## src/rtl/enqueue_agent_mc_pkg.sv

```systemverilog
// Shared types and field positions for the multi-port enqueue agent.
// Optional statistics counters are enabled with ENQUEUE_AGENT_STATS_EN.
package enqueue_agent_pkg;

    // Packet-level state: waiting for a first beat, forwarding an accepted
    // packet, or swallowing the remainder of a rejected packet.
    typedef enum logic [1:0] {
        ST_IDLE    = 2'd0,
        ST_ENQUEUE = 2'd1,
        ST_DROP    = 2'd2
    } state_e;

    // Width of the destination port field inside the SUME metadata.
    localparam int DST_FIELD_W = 8;

    // Layout of one pifo_info block (37 bits by default).
    localparam int PIFO_FIELD_LSB = 0;
    localparam int PIFO_FIELD_W   = 16;
    localparam int PIFO_QID_LSB   = 16;
    localparam int PIFO_QID_W     = 4;
    localparam int PIFO_RANK_LSB  = 20;
    localparam int PIFO_RANK_W    = 15;
    localparam int PIFO_LAST_BIT  = 35;
    localparam int PIFO_VALID_BIT = 36;

    // Odd bits of the destination field all address the CPU port.
    function automatic logic cpu_port_hit(input logic [DST_FIELD_W-1:0] dst);
        logic hit;
        hit = 1'b0;
        for (int j = 1; j < DST_FIELD_W; j += 2) begin
            hit = hit | dst[j];
        end
        return hit;
    endfunction

endpackage

```

## src/rtl/enqueue_agent_mc_sat_counter.sv

```systemverilog
// Saturating up-counter: increments on inc, sticks at all-ones, clears on rst.
module sat_counter #(
    parameter int WIDTH = 32
) (
    input  logic             clk,
    input  logic             rst,
    input  logic             inc,
    output logic [WIDTH-1:0] cnt
);

    logic [WIDTH-1:0] cnt_q;
    logic [WIDTH-1:0] cnt_d;

    // Next count: advance unless already saturated.
    always_comb begin
        cnt_d = cnt_q;
        if (inc && (cnt_q != {WIDTH{1'b1}})) begin
            cnt_d = cnt_q + {{(WIDTH-1){1'b0}}, 1'b1};
        end
    end

    // Counter register with synchronous reset.
    always_ff @(posedge clk) begin
        if (rst) begin
            cnt_q <= '0;
        end else begin
            cnt_q <= cnt_d;
        end
    end

    assign cnt = cnt_q;

endmodule

```

## src/rtl/enqueue_agent_mc.sv

```systemverilog
// Enqueue agent: classifies each packet on its first beat and either forwards
// it to the packet/meta buffers and the PIFO, or drops the whole packet.
// All outputs are registered one cycle after the beat is accepted.
// Define ENQUEUE_AGENT_STATS_EN to add enqueue and per-reason drop counters.
//
// Handshake: a beat is accepted on a rising edge where s_axis_valid and
// s_axis_ready are both high; s_axis_ready follows s_axis_wr_ready and is
// forced low during reset. Data, keep and last must be stable while valid
// is high and ready is low.
module enqueue_agent_mc
    import enqueue_agent_pkg::*;
#(
    parameter int DATA_WIDTH        = 256,
    parameter int KEEP_WIDTH        = 32,
    parameter int SUME_WIDTH        = 128,
    parameter int PIFO_INFO_WIDTH   = 37,
    parameter int PIFO_BLOCK_COUNT  = 5,
    parameter int OUTPUT_PORT_COUNT = 5,
    parameter int DST_POS           = 24,
    parameter int DROP_CNT_WIDTH    = 32,
    localparam int PIFO_WIDTH       = PIFO_INFO_WIDTH * PIFO_BLOCK_COUNT,
    localparam int PKT_INFO_WIDTH   = DATA_WIDTH + KEEP_WIDTH + 1
) (
    input  logic                                 clk,
    input  logic                                 rst,
    input  logic [DATA_WIDTH-1:0]                s_axis_pkt_data,
    input  logic [KEEP_WIDTH-1:0]                s_axis_pkt_keep,
    input  logic                                 s_axis_pkt_last,
    input  logic [SUME_WIDTH+PIFO_WIDTH-1:0]     s_axis_sume_meta,
    input  logic                                 s_axis_valid,
    output logic                                 s_axis_ready,
    input  logic                                 s_axis_wr_ready,
    input  logic [OUTPUT_PORT_COUNT-1:0]         s_axis_buffer_almost_full_bit_array,
    input  logic [PIFO_BLOCK_COUNT-1:0]          s_axis_pifo_almost_full_bit_array,
    output logic [PKT_INFO_WIDTH-1:0]            m_axis_pkt_info,
    output logic [SUME_WIDTH-1:0]                m_axis_sume_meta,
    output logic [PIFO_WIDTH-1:0]                m_axis_pifo_info,
    output logic [OUTPUT_PORT_COUNT-1:0]         m_axis_output_port_bit_array,
    output logic                                 m_axis_ctl_pkt_wr_en,
    output logic                                 m_axis_ctl_meta_wr_en,
    output logic                                 m_axis_ctl_pifo_enq,
    output logic                                 m_axis_ctl_pkt_addr_update,
    output logic                                 m_axis_ctl_meta_addr_update,
    output logic [1:0]                           dbg_state,
`ifdef ENQUEUE_AGENT_STATS_EN
    output logic [DROP_CNT_WIDTH-1:0]            enq_pkt_cnt,
    output logic [DROP_CNT_WIDTH-1:0]            drop_buf_cnt,
    output logic [DROP_CNT_WIDTH-1:0]            drop_pifo_cnt,
`endif
    output logic [DROP_CNT_WIDTH-1:0]            drop_cnt
);

    logic                         accepted;
    logic [SUME_WIDTH-1:0]        sume_in;
    logic [PIFO_WIDTH-1:0]        pifo_in;
    logic [OUTPUT_PORT_COUNT-1:0] port_map;
    logic                         buf_full;
    logic                         pifo_full;
    logic                         enq_event;
    logic                         drop_event;

    state_e                       state_q, state_d;
    logic [PKT_INFO_WIDTH-1:0]    pkt_info_q, pkt_info_d;
    logic [SUME_WIDTH-1:0]        sume_q, sume_d;
    logic [PIFO_WIDTH-1:0]        pifo_q, pifo_d;
    logic [OUTPUT_PORT_COUNT-1:0] port_map_q, port_map_d;
    logic                         pkt_wr_en_q, pkt_wr_en_d;
    logic                         meta_wr_en_q, meta_wr_en_d;
    logic                         pifo_enq_q, pifo_enq_d;
    logic                         pkt_addr_upd_q, pkt_addr_upd_d;
    logic                         meta_addr_upd_q, meta_addr_upd_d;

    assign s_axis_ready = s_axis_wr_ready & ~rst;
    assign accepted     = s_axis_valid & s_axis_ready;
    assign sume_in      = s_axis_sume_meta[SUME_WIDTH-1:0];
    assign pifo_in      = s_axis_sume_meta[SUME_WIDTH +: PIFO_WIDTH];

    // Destination map: even dst bits select regular ports, any odd bit the CPU port.
    always_comb begin
        port_map = '0;
        for (int i = 0; i < OUTPUT_PORT_COUNT - 1; i++) begin
            port_map[i] = sume_in[DST_POS + 2*i];
        end
        port_map[OUTPUT_PORT_COUNT-1] = cpu_port_hit(sume_in[DST_POS +: DST_FIELD_W]);
    end

    // Full checks: a busy buffer on any targeted port, or a busy PIFO block
    // that this packet carries valid info for.
    always_comb begin
        buf_full  = |(s_axis_buffer_almost_full_bit_array & port_map);
        pifo_full = 1'b0;
        for (int k = 0; k < PIFO_BLOCK_COUNT; k++) begin
            pifo_full = pifo_full |
                (s_axis_pifo_almost_full_bit_array[k] &
                 pifo_in[k*PIFO_INFO_WIDTH + PIFO_INFO_WIDTH - 1]);
        end
    end

    // Next-state and next-output decode for one accepted beat.
    always_comb begin
        state_d         = state_q;
        pkt_info_d      = pkt_info_q;
        sume_d          = sume_q;
        pifo_d          = pifo_q;
        port_map_d      = port_map_q;
        pkt_wr_en_d     = 1'b0;
        meta_wr_en_d    = 1'b0;
        pifo_enq_d      = 1'b0;
        pkt_addr_upd_d  = 1'b0;
        meta_addr_upd_d = 1'b0;
        enq_event       = 1'b0;
        drop_event      = 1'b0;
        if (accepted) begin
            pkt_info_d = {s_axis_pkt_data, s_axis_pkt_keep, s_axis_pkt_last};
            case (state_q)
                ST_IDLE: begin
                    if (!buf_full && !pifo_full) begin
                        pkt_wr_en_d     = 1'b1;
                        meta_wr_en_d    = 1'b1;
                        pifo_enq_d      = 1'b1;
                        pkt_addr_upd_d  = 1'b1;
                        meta_addr_upd_d = 1'b1;
                        sume_d          = sume_in;
                        pifo_d          = pifo_in;
                        port_map_d      = port_map;
                        enq_event       = 1'b1;
                        state_d         = s_axis_pkt_last ? ST_IDLE : ST_ENQUEUE;
                    end else begin
                        drop_event = 1'b1;
                        state_d    = s_axis_pkt_last ? ST_IDLE : ST_DROP;
                    end
                end
                ST_ENQUEUE: begin
                    pkt_wr_en_d    = 1'b1;
                    pkt_addr_upd_d = 1'b1;
                    if (s_axis_pkt_last) begin
                        state_d = ST_IDLE;
                    end
                end
                ST_DROP: begin
                    if (s_axis_pkt_last) begin
                        state_d = ST_IDLE;
                    end
                end
                default: begin
                    state_d = ST_IDLE;
                end
            endcase
        end
    end

    // Packet FSM together with its registered outputs.
    always_ff @(posedge clk) begin
        if (rst) begin
            state_q         <= ST_IDLE;
            pkt_info_q      <= '0;
            sume_q          <= '0;
            pifo_q          <= '0;
            port_map_q      <= '0;
            pkt_wr_en_q     <= 1'b0;
            meta_wr_en_q    <= 1'b0;
            pifo_enq_q      <= 1'b0;
            pkt_addr_upd_q  <= 1'b0;
            meta_addr_upd_q <= 1'b0;
        end else begin
            state_q         <= state_d;
            pkt_info_q      <= pkt_info_d;
            sume_q          <= sume_d;
            pifo_q          <= pifo_d;
            port_map_q      <= port_map_d;
            pkt_wr_en_q     <= pkt_wr_en_d;
            meta_wr_en_q    <= meta_wr_en_d;
            pifo_enq_q      <= pifo_enq_d;
            pkt_addr_upd_q  <= pkt_addr_upd_d;
            meta_addr_upd_q <= meta_addr_upd_d;
        end
    end

    assign m_axis_pkt_info              = pkt_info_q;
    assign m_axis_sume_meta             = sume_q;
    assign m_axis_pifo_info             = pifo_q;
    assign m_axis_output_port_bit_array = port_map_q;
    assign m_axis_ctl_pkt_wr_en         = pkt_wr_en_q;
    assign m_axis_ctl_meta_wr_en        = meta_wr_en_q;
    assign m_axis_ctl_pifo_enq          = pifo_enq_q;
    assign m_axis_ctl_pkt_addr_update   = pkt_addr_upd_q;
    assign m_axis_ctl_meta_addr_update  = meta_addr_upd_q;
    assign dbg_state                    = state_q;

    sat_counter #(.WIDTH(DROP_CNT_WIDTH)) u_drop_cnt (
        .clk (clk),
        .rst (rst),
        .inc (drop_event),
        .cnt (drop_cnt)
    );

`ifdef ENQUEUE_AGENT_STATS_EN
    sat_counter #(.WIDTH(DROP_CNT_WIDTH)) u_enq_cnt (
        .clk (clk),
        .rst (rst),
        .inc (enq_event),
        .cnt (enq_pkt_cnt)
    );

    sat_counter #(.WIDTH(DROP_CNT_WIDTH)) u_drop_buf_cnt (
        .clk (clk),
        .rst (rst),
        .inc (drop_event & buf_full),
        .cnt (drop_buf_cnt)
    );

    sat_counter #(.WIDTH(DROP_CNT_WIDTH)) u_drop_pifo_cnt (
        .clk (clk),
        .rst (rst),
        .inc (drop_event & pifo_full),
        .cnt (drop_pifo_cnt)
    );
`else
    // Enqueue events only feed the optional statistics.
    logic unused_enq_event;
    assign unused_enq_event = enq_event;
`endif

endmodule
```

## config.mk

```make
export PLATFORM = sky130hd
export DESIGN_NAME = enqueue_agent_mc
export DESIGN_NICKNAME = d
export VERILOG_FILES = /design/src/rtl/enqueue_agent_mc_pkg.sv /design/src/rtl/enqueue_agent_mc_sat_counter.sv /design/src/rtl/enqueue_agent_mc.sv
export SDC_FILE = /design/constraint.sdc
export NUM_CORES = 1
export LEC_CHECK = 0
export CAP_MARGIN = 40
export CORE_AREA = 2 2 488 490
export CTS_BUF_LIST = sky130_fd_sc_hd__clkbuf_2
export CTS_CLUSTER_SIZE = 8
export DETAILED_ROUTE_END_ITERATION = 8
export DIE_AREA = 0 0 490 492
export GPL_ROUTABILITY_DRIVEN = 1
export SYNTH_ARGS = -nofsm -noshare
export SYNTH_HDL_FRONTEND = slang
export SYNTH_SLANG_ARGS = --single-unit
```

## constraint.sdc

```tcl
create_clock -name clk -period 2.7 [get_ports clk]
set_input_delay 0.81 -clock clk [delete_from_list [all_inputs] [get_ports clk]]
set_output_delay 0.81 -clock clk [all_outputs]
set_load 0.05 [all_outputs]
```

==> results of run 1 <==
through the flow:
stage	utilization	area, um^2	TNS [ps]	setup WS [ps]	hold slack [ps]
3_3_place_gp	0.1631	38540	-525010	-1850	440.7
2_1_floorplan	-	22720	0	24.69	670.8
3_5_place_dp	0.1632	38570	-516680	-1404	446.9
synth_stat cells, types with 8 or more instances:
master | instances | area, um^2
o31ai_1 | 16 | 120.1
nor4_1 | 8 | 50.05
nor2_1 | 12 | 45.04
or4_1 | 18 | 135.1
nand3_1 | 11 | 55.05
buf_4 | 8 | 60.06
or3_1 | 11 | 68.82
a21oi_1 | 338 | 1692
buf_6 | 29 | 326.6
dfxtp_1 | 639 | 12790
inv_1 | 12 | 45.04
o21ai_0 | 296 | 1481
buf_2 | 40 | 200.2
clkbuf_1 | 140 | 525.5
nand2_1 | 1222 | 4587
kinds of logic after synthesis:
family,synth area share
AOI/OAI and AO/OA,0.1533
DFF,0.5631
and+or+nand+nor,0.2274
muxes,0.002478
adders and majority gates,0.001652
buffers and inverters,0.05205
==> metrics.md, run 1 <==
| Metric | Value |
|---|---|
| Status | `aborted with a tool error` |
| Last stage reached | `clock tree synthesis` |
| First error in the log | `[ERROR RSZ-0060] Max buffer count reached.` |
| Rows | `179` |
| Cell Area, Synth | `22720 um^2` |
| Clock sinks | `639` |
| Final HPWL DP | `178.5 mm` |
| Number of cells upsized or downsized after cts | `4366` |
| Initial Util | `0.09615` |
| Syn Area/Cell | `7.930 um^2` |
| Post-CTS setup buffer count | `127` |
| Yosys cell types | `44` |
| Die Y | `492 um` |
| Synth Register Bits | `639` |
| Async SR Flop Fraction | `0` |
| Seq/Total Area, Yosys | `0.5631` |
| Syn nets | `3484` |
| GPL Wtd Cong | `0.8752` |
| PortBufs | `1262` |
| EDFF count, synth | `0` |
| IO Count | `1263` |
| Hold_buf cts | `1523` |
| Synth Warn # | `0` |
| H-tree depth | `4` |
| Most used DFF post-synth | `dfxtp_1` |
| Die Width | `490 um` |
| Placed cells | `7154` |
| Post-Syn Instances | `2865` |
| Clk buf depth | `3` |
| CTS Buf Count | `189` |
| Root buf cell | `clkbuf_2` |
==> inputs of run 2 (changes only) <==
CORE_AREA = 2 2 492 494   (was 2 2 488 490)
CTS_BUF_LIST = unset   (was sky130_fd_sc_hd__clkbuf_2)
CTS_CLUSTER_SIZE = unset   (was 8)
DIE_AREA = 0 0 494 496   (was 0 0 490 492)
PLACE_DENSITY_LB_ADDON = 0.15   (was unset)
==> metrics.md, run 2 <==
| Metric | Value |
|---|---|
| Status | `complete, no violations` |
| Main combinational cell family by area after synthesis | `simple AND/OR/NAND/NOR gates` |
| Cell Area, Synth | `22720 um^2` |
| Worst Path Required | `1890 ps` |
| Final instance area | `41620 um^2` |
| Layout area overhead | `83.20%` |
| Slew Limit Headroom | `0.5331` |
| Area after DPL | `39220 um^2` |
| Hold depth | `2` |
| Reg2reg end | `u_drop_cnt.cnt[27]` |
| First-pass GRT wire length | `211.4 mm` |
| Area share of the largest cell type after synthesis | `0.5631` |
| Seq/Total Area, Yosys | `0.5631` |
| Commonest non-fill, non-tap cell in the layout | `nand2_1` |
| Most frequent cells in the layout | `nand2_1, dfxtp_1, clkdlybuf4s50_1` |
| Critical R2R Launch | `u_drop_cnt.cnt[3]` |
| Final WS setup | `85.26 ps` |
| Root buf cell | `clkbuf_16` |
| Final HPWL DP | `127.5 mm` |
| Clock skew | `31.74 ps` |
| Placed cells | `7212` |
| Most used DFF post-synth | `dfxtp_1` |
| DIE AREA | `245000 um^2` |
| XOR/XNOR Fraction of Synth Area | `0` |
| Maximum vdd drop | `0.0004298 V` |
| RSZ-0062 raised after global routing | `false` |
| Yosys cell types | `44` |
| PortBufs | `1262` |
| Synth Warn # | `0` |
| Final Net Count | `4742` |
| Crit end category | `output pin` |
| Simple-gate area share of the yosys netlist | `0.2274` |
| DR WL/cell | `21.50 um` |
| Worst Path Arrival | `1800 ps` |
| Share of cells above drive strength 1 | `0.1000` |
| Clk buf depth | `3` |
| Initial Util | `0.09480` |
| Die Y | `496 um` |
| Critical path type | `in -> out` |
| Largest net degree at the start of global routing | `143` |
| Vias/cell | `3.306` |
| DRC Markers | `0` |
| Area leader, netlist | `dfxtp_1` |
| CTS Buf Count | `94` |
| Clk_lat worst skew | `730 ps` |
| Hold slack | `447.8 ps` |
| Dpl ws | `-696.9 ps` |
| Initial DRC count | `1190` |
| IO Count | `1263` |
| Detailed-route via count | `24400` |
| Finished Layout Cells | `7382` |
| Reg2reg path depth | `6` |
| Largest register FFs | `289` |
| Async SR Flop Fraction | `0` |
| Clock-pin slew on the worst setup and hold paths | `50 ps` |
| Synth Register Bits | `639` |
| Pwr dens | `604.9 nW/um^2` |
| Synth Area in Compound Gates | `0.1533` |
| Remaining Overflow, GRT | `0` |
| Hold EP | `m_axis_pifo_info[60]` |
| Minimum clock period | `2615 ps` |
| Max-slew violation total from the final report | `0` |
| Antenna-violating nets left | `0` |
| Vias in the first global route | `24390` |
| Clock sinks | `639` |
| CTS tree | `built` |
| Reg-to-reg slack, setup | `410 ps` |
| Fmax | `0.3824 GHz` |
| Synth cell count leaders | `nand2_1, dfxtp_1, a21oi_1, o21ai_0, clkbuf_1` |
| Mux cell area share after synthesis | `0.002478` |
| Hold/Removal Path Class | `reg -> reg` |
| Core footprint | `239600 um^2` |
| CP max FO | `64` |
| Final wirelength | `158.7 mm` |
| Hold_sp | `m_axis_pifo_info[60]` |
| Top cells by area, synth | `dfxtp_1, nand2_1, a21oi_1` |
| # setup viols final | `0` |
| MaxCap Viol Count | `0` |
| Adder-cell area share of the yosys netlist | `0.001652` |
| Number of hold violations in the final report | `0` |
| Post-Syn Instances | `2865` |
| Startpoint types | `primary input` |
| Rows | `180` |
| EDFF count, synth | `0` |
| Leak Pwr | `16.43 nW` |
| Syn nets | `3484` |
| GPL Wtd Cong | `0.7885` |
| Die Width | `494 um` |
| Fin crit share | `0.9684` |
| Worst slew pin tran | `700.3 ps` |
| Count leader, synth | `nand2_1` |
| Total GRT Usage | `0.1235` |
| Syn Area/Cell | `7.930 um^2` |
| Antenna violations before repair | `72` |
| H-tree depth | `3` |
| First-pass DRT Iterations | `5` |
run 2: metrics by stage:
step	TNS, ps	utilization	power, mW
final	0	0.1737	25.18
after global routing	0	0.1736	26.34
after detailed placement	-204510	0.1637	13.21
after floorplan	0	-	11.30
after global placement	-207190	0.1637	13.21
after CTS	0	0.1736	25.90
run 2: final cells by class:
| class | count | area [um^2] |
|---|---|---|
| fill | 27270 | 198000 |
| sequential | 639 | 12790 |
| multi-input combinational | 1991 | 8752 |
| antenna | 7 | 17.52 |
| clock inverter | 27 | 281.5 |
| timing repair buffer | 1383 | 12990 |
| tap | 3185 | 3985 |
| inverter | 14 | 72.57 |
| clock buffer | 136 | 2730 |
run 2: kinds of logic after synthesis:
family          after synthesis
mux                           5
fa+ha+maj                     3
simple gates               1310
flops                       639
buf+inv                     235
compound gates              673
run 2: report_power, final:
part           internal (mW)  switching (mW)  total, mW
clock                   7.19            5.18       12.4
sequential              9.69           0.142       9.83
combinational           1.21            1.76       2.98
run 2: worst max path at each step:
stage | cells past startpoint | start | end
floorplan | 3 | rst | s_axis_ready
global placement | 8 | s_axis_sume_meta[201] | dbg_state[0]
detailed placement | 8 | s_axis_sume_meta[201] | dbg_state[0]
CTS | 1 | u_drop_cnt.cnt[13] | drop_cnt[13]
global route | 1 | u_drop_cnt.cnt[13] | drop_cnt[13]
finish | 5 | rst | s_axis_ready
run 2: routing by layer:
layer,wire length (um),GRT usage,share of wire,vias up
met4,2920,0.02800,0.018,48
met2,74520,0.2052,0.47,953
met5,298,0,0.0019,-
met1,65240,0.1452,0.41,11290
met3,15720,0.05465,0.099,225
li1,-,-,-,11880
run 2: what timing repair did:
action                     in CTS  in global routing
buffers inserted                0                  0
setup endpoints to repair     511                  0
hold buffers                    0                  0
gates resized for setup       518                  0
run 2: worst max-delay path, cell delays in order:
cell     delay (ps)
buf_8           130
buf_4           160
buf_12          160
nor2b_1         190
buf_4           210
Power figures use the tool's default switching activity.
==> inputs of run 3 (changes only) <==
clock period = 2.68 ns   (was 2.7 ns; I/O delays follow)
==> metrics.md, run 3 (same netlist as run 2, synthesis figures left out) <==
| Metric | Value |
|---|---|
| Number of hold violations in the final report | `0` |
| Crit path max-delay family | `buffers and inverters` |
| GPL Wtd Cong | `0.7955` |
| Fmax | `0.3895 GHz` |
| Sequential Area | `12790 um^2` |
| Crit path buffers/inverters | `1` |
| Final wirelength | `159.0 mm` |
| Clk buf depth | `3` |
| Reg-to-reg slack, setup | `290 ps` |
| Slew Limit Headroom | `0.3574` |
| Vias/cell | `3.298` |
| Remaining Overflow, GRT | `0` |
| Multi-input logic area | `8758 um^2` |
| Hold EP | `m_axis_pifo_info[175]` |
| Leak Pwr | `16.45 nW` |
| Crit end category | `output pin` |
| Worst Path Required | `1880 ps` |
| Startpoint types | `register` |
| DR WL/cell | `21.51 um` |
| Setup TNS | `0 ps` |
| Detailed-route via count | `24380` |
| First-pass DRT Iterations | `5` |
| Die Width | `494 um` |
| Hold/Removal Path Class | `reg -> reg` |
| Core footprint | `239600 um^2` |
| Worst path depth | `1` |
| Critical path type | `reg -> out` |
| DRC Markers | `0` |
| Total GRT Usage | `0.1239` |
| Rows | `180` |
| Root buf cell | `clkbuf_16` |
| Hold_sp | `m_axis_pifo_info[175]` |
| Reg2reg path depth | `6` |
| Critical Path Max Stage Delay | `670 ps` |
| Maximum vdd drop | `0.0004606 V` |
| Final HPWL DP | `126.9 mm` |
| RSZ-0062 raised after global routing | `false` |
| Antenna-violating nets left | `0` |
| Critical R2R Launch | `u_drop_cnt.cnt[2]` |
| Largest net degree at the start of global routing | `157` |
| First-pass GRT wire length | `212.0 mm` |
| Hold_buf cts | `0` |
| Minimum clock period | `2567 ps` |
| Vias in the first global route | `24680` |
| Clk_lat worst skew | `720 ps` |
| Clock sinks | `639` |
| Worst slew pin tran | `963.9 ps` |
| PortBufs | `1262` |
| Most frequent cells in the layout | `nand2_1, dfxtp_1, clkdlybuf4s50_1` |
| MaxCap Viol Count | `0` |
| Status | `complete, no violations` |
| Hold slack | `449.1 ps` |
| H-tree depth | `3` |
| # setup viols final | `0` |
| CP max FO | `5` |
| CTS tree | `built` |
| Initial DRC count | `1091` |
| Die Y | `496 um` |
| CP cell instances | `dlygate4sd2_1` |
| Worst Path Arrival | `1760 ps` |
| Crit path max-delay cell type | `dlygate4sd2_1` |
| Fin crit share | `0.9580` |
| # fillers | `27330` |
| Share of cells above drive strength 1 | `0.1045` |
| Clock-pin slew on the worst setup and hold paths | `60 ps` |
| Initial Util | `0.09480` |
| Clock skew | `41.63 ps` |
| Largest register FFs | `289` |
| Max-slew violation total from the final report | `0` |
| Commonest non-fill, non-tap cell in the layout | `nand2_1` |
| Final Net Count | `4739` |
| Pwr dens | `620.0 nW/um^2` |
| Hold depth | `2` |
| CTS Buf Count | `93` |
| Reg2reg end | `u_drop_cnt.cnt[28]` |
| DIE AREA | `245000 um^2` |
| Antenna violations before repair | `74` |
| IO Count | `1263` |
| Layout area overhead | `83.74%` |
-- run 3: cell types whose count changed in the layout (fill, tap and decap cells not counted), sizes merged, moves of 4 or more --
cell	change
diode	+10
bufinv	+4
buf	+9
dlygate4sd2	-16
clkinv	+4
clkdlybuf4s15	+5
-- run 3: per-stage QoR --
stage | cells | power (mW) | setup slack [ps] | util | instance area [um^2]
after global placement | 7209 | 13.31 | -998.1 | 0.1633 | 39120
final | 7394 | 25.88 | 112.6 | 0.1742 | 41740
after detailed placement | 7209 | 13.31 | -945.3 | 0.1633 | 39120
after floorplan | 2865 | 11.39 | 16.69 | - | 22720
after CTS | 7377 | 26.66 | 5.973 | 0.1740 | 41690
after global routing | 7380 | 27.05 | 2.149 | 0.1740 | 41710
-- run 3: how the worst max path moves through the flow --
stage / from / endpoint / slack (ps)
6_report: u_drop_cnt.cnt[25] / drop_cnt[25] / 110
5_1_grt: u_drop_cnt.cnt[3] / drop_cnt[3] / 2
4_1_cts: u_drop_cnt.cnt[8] / drop_cnt[8] / 6
3_5_place_dp: s_axis_sume_meta[25] / u_drop_cnt.cnt[17] / -950
3_3_place_gp: s_axis_sume_meta[25] / u_drop_cnt.cnt[17] / -1000
2_1_floorplan: rst / s_axis_ready / 20
-- run 3: where the power goes --
part	switching, mW	internal, mW
logic	1.78	1.22
clock network	5.27	7.71
registers	0.142	9.76
total	7.19	18.7
-- run 3: cell type report --
type	instances	area share
Inverter	14	0.001739
Clock buffer	137	0.06621
Clock inverter	30	0.009652
Tap cell	3185	0.09547
Antenna cell	17	0.001019
Multi-Input combinational cell	1991	0.2098
Sequential cell	639	0.3065
Timing Repair Buffer	1381	0.3096
-- run 3: metal layers --
layer,GRT usage,vias up,share of wire
met5,0,-,0.0015
met4,0.02586,38,0.020
met1,0.1464,11270,0.41
met3,0.05772,220,0.10
li1,-,11910,-
met2,0.2039,944,0.47
-- run 3: repair_timing --
action,CTS,global route
setup buffers,1,0
setup endpoints to repair,603,45
resized for setup,513,5
pin swaps,1,0
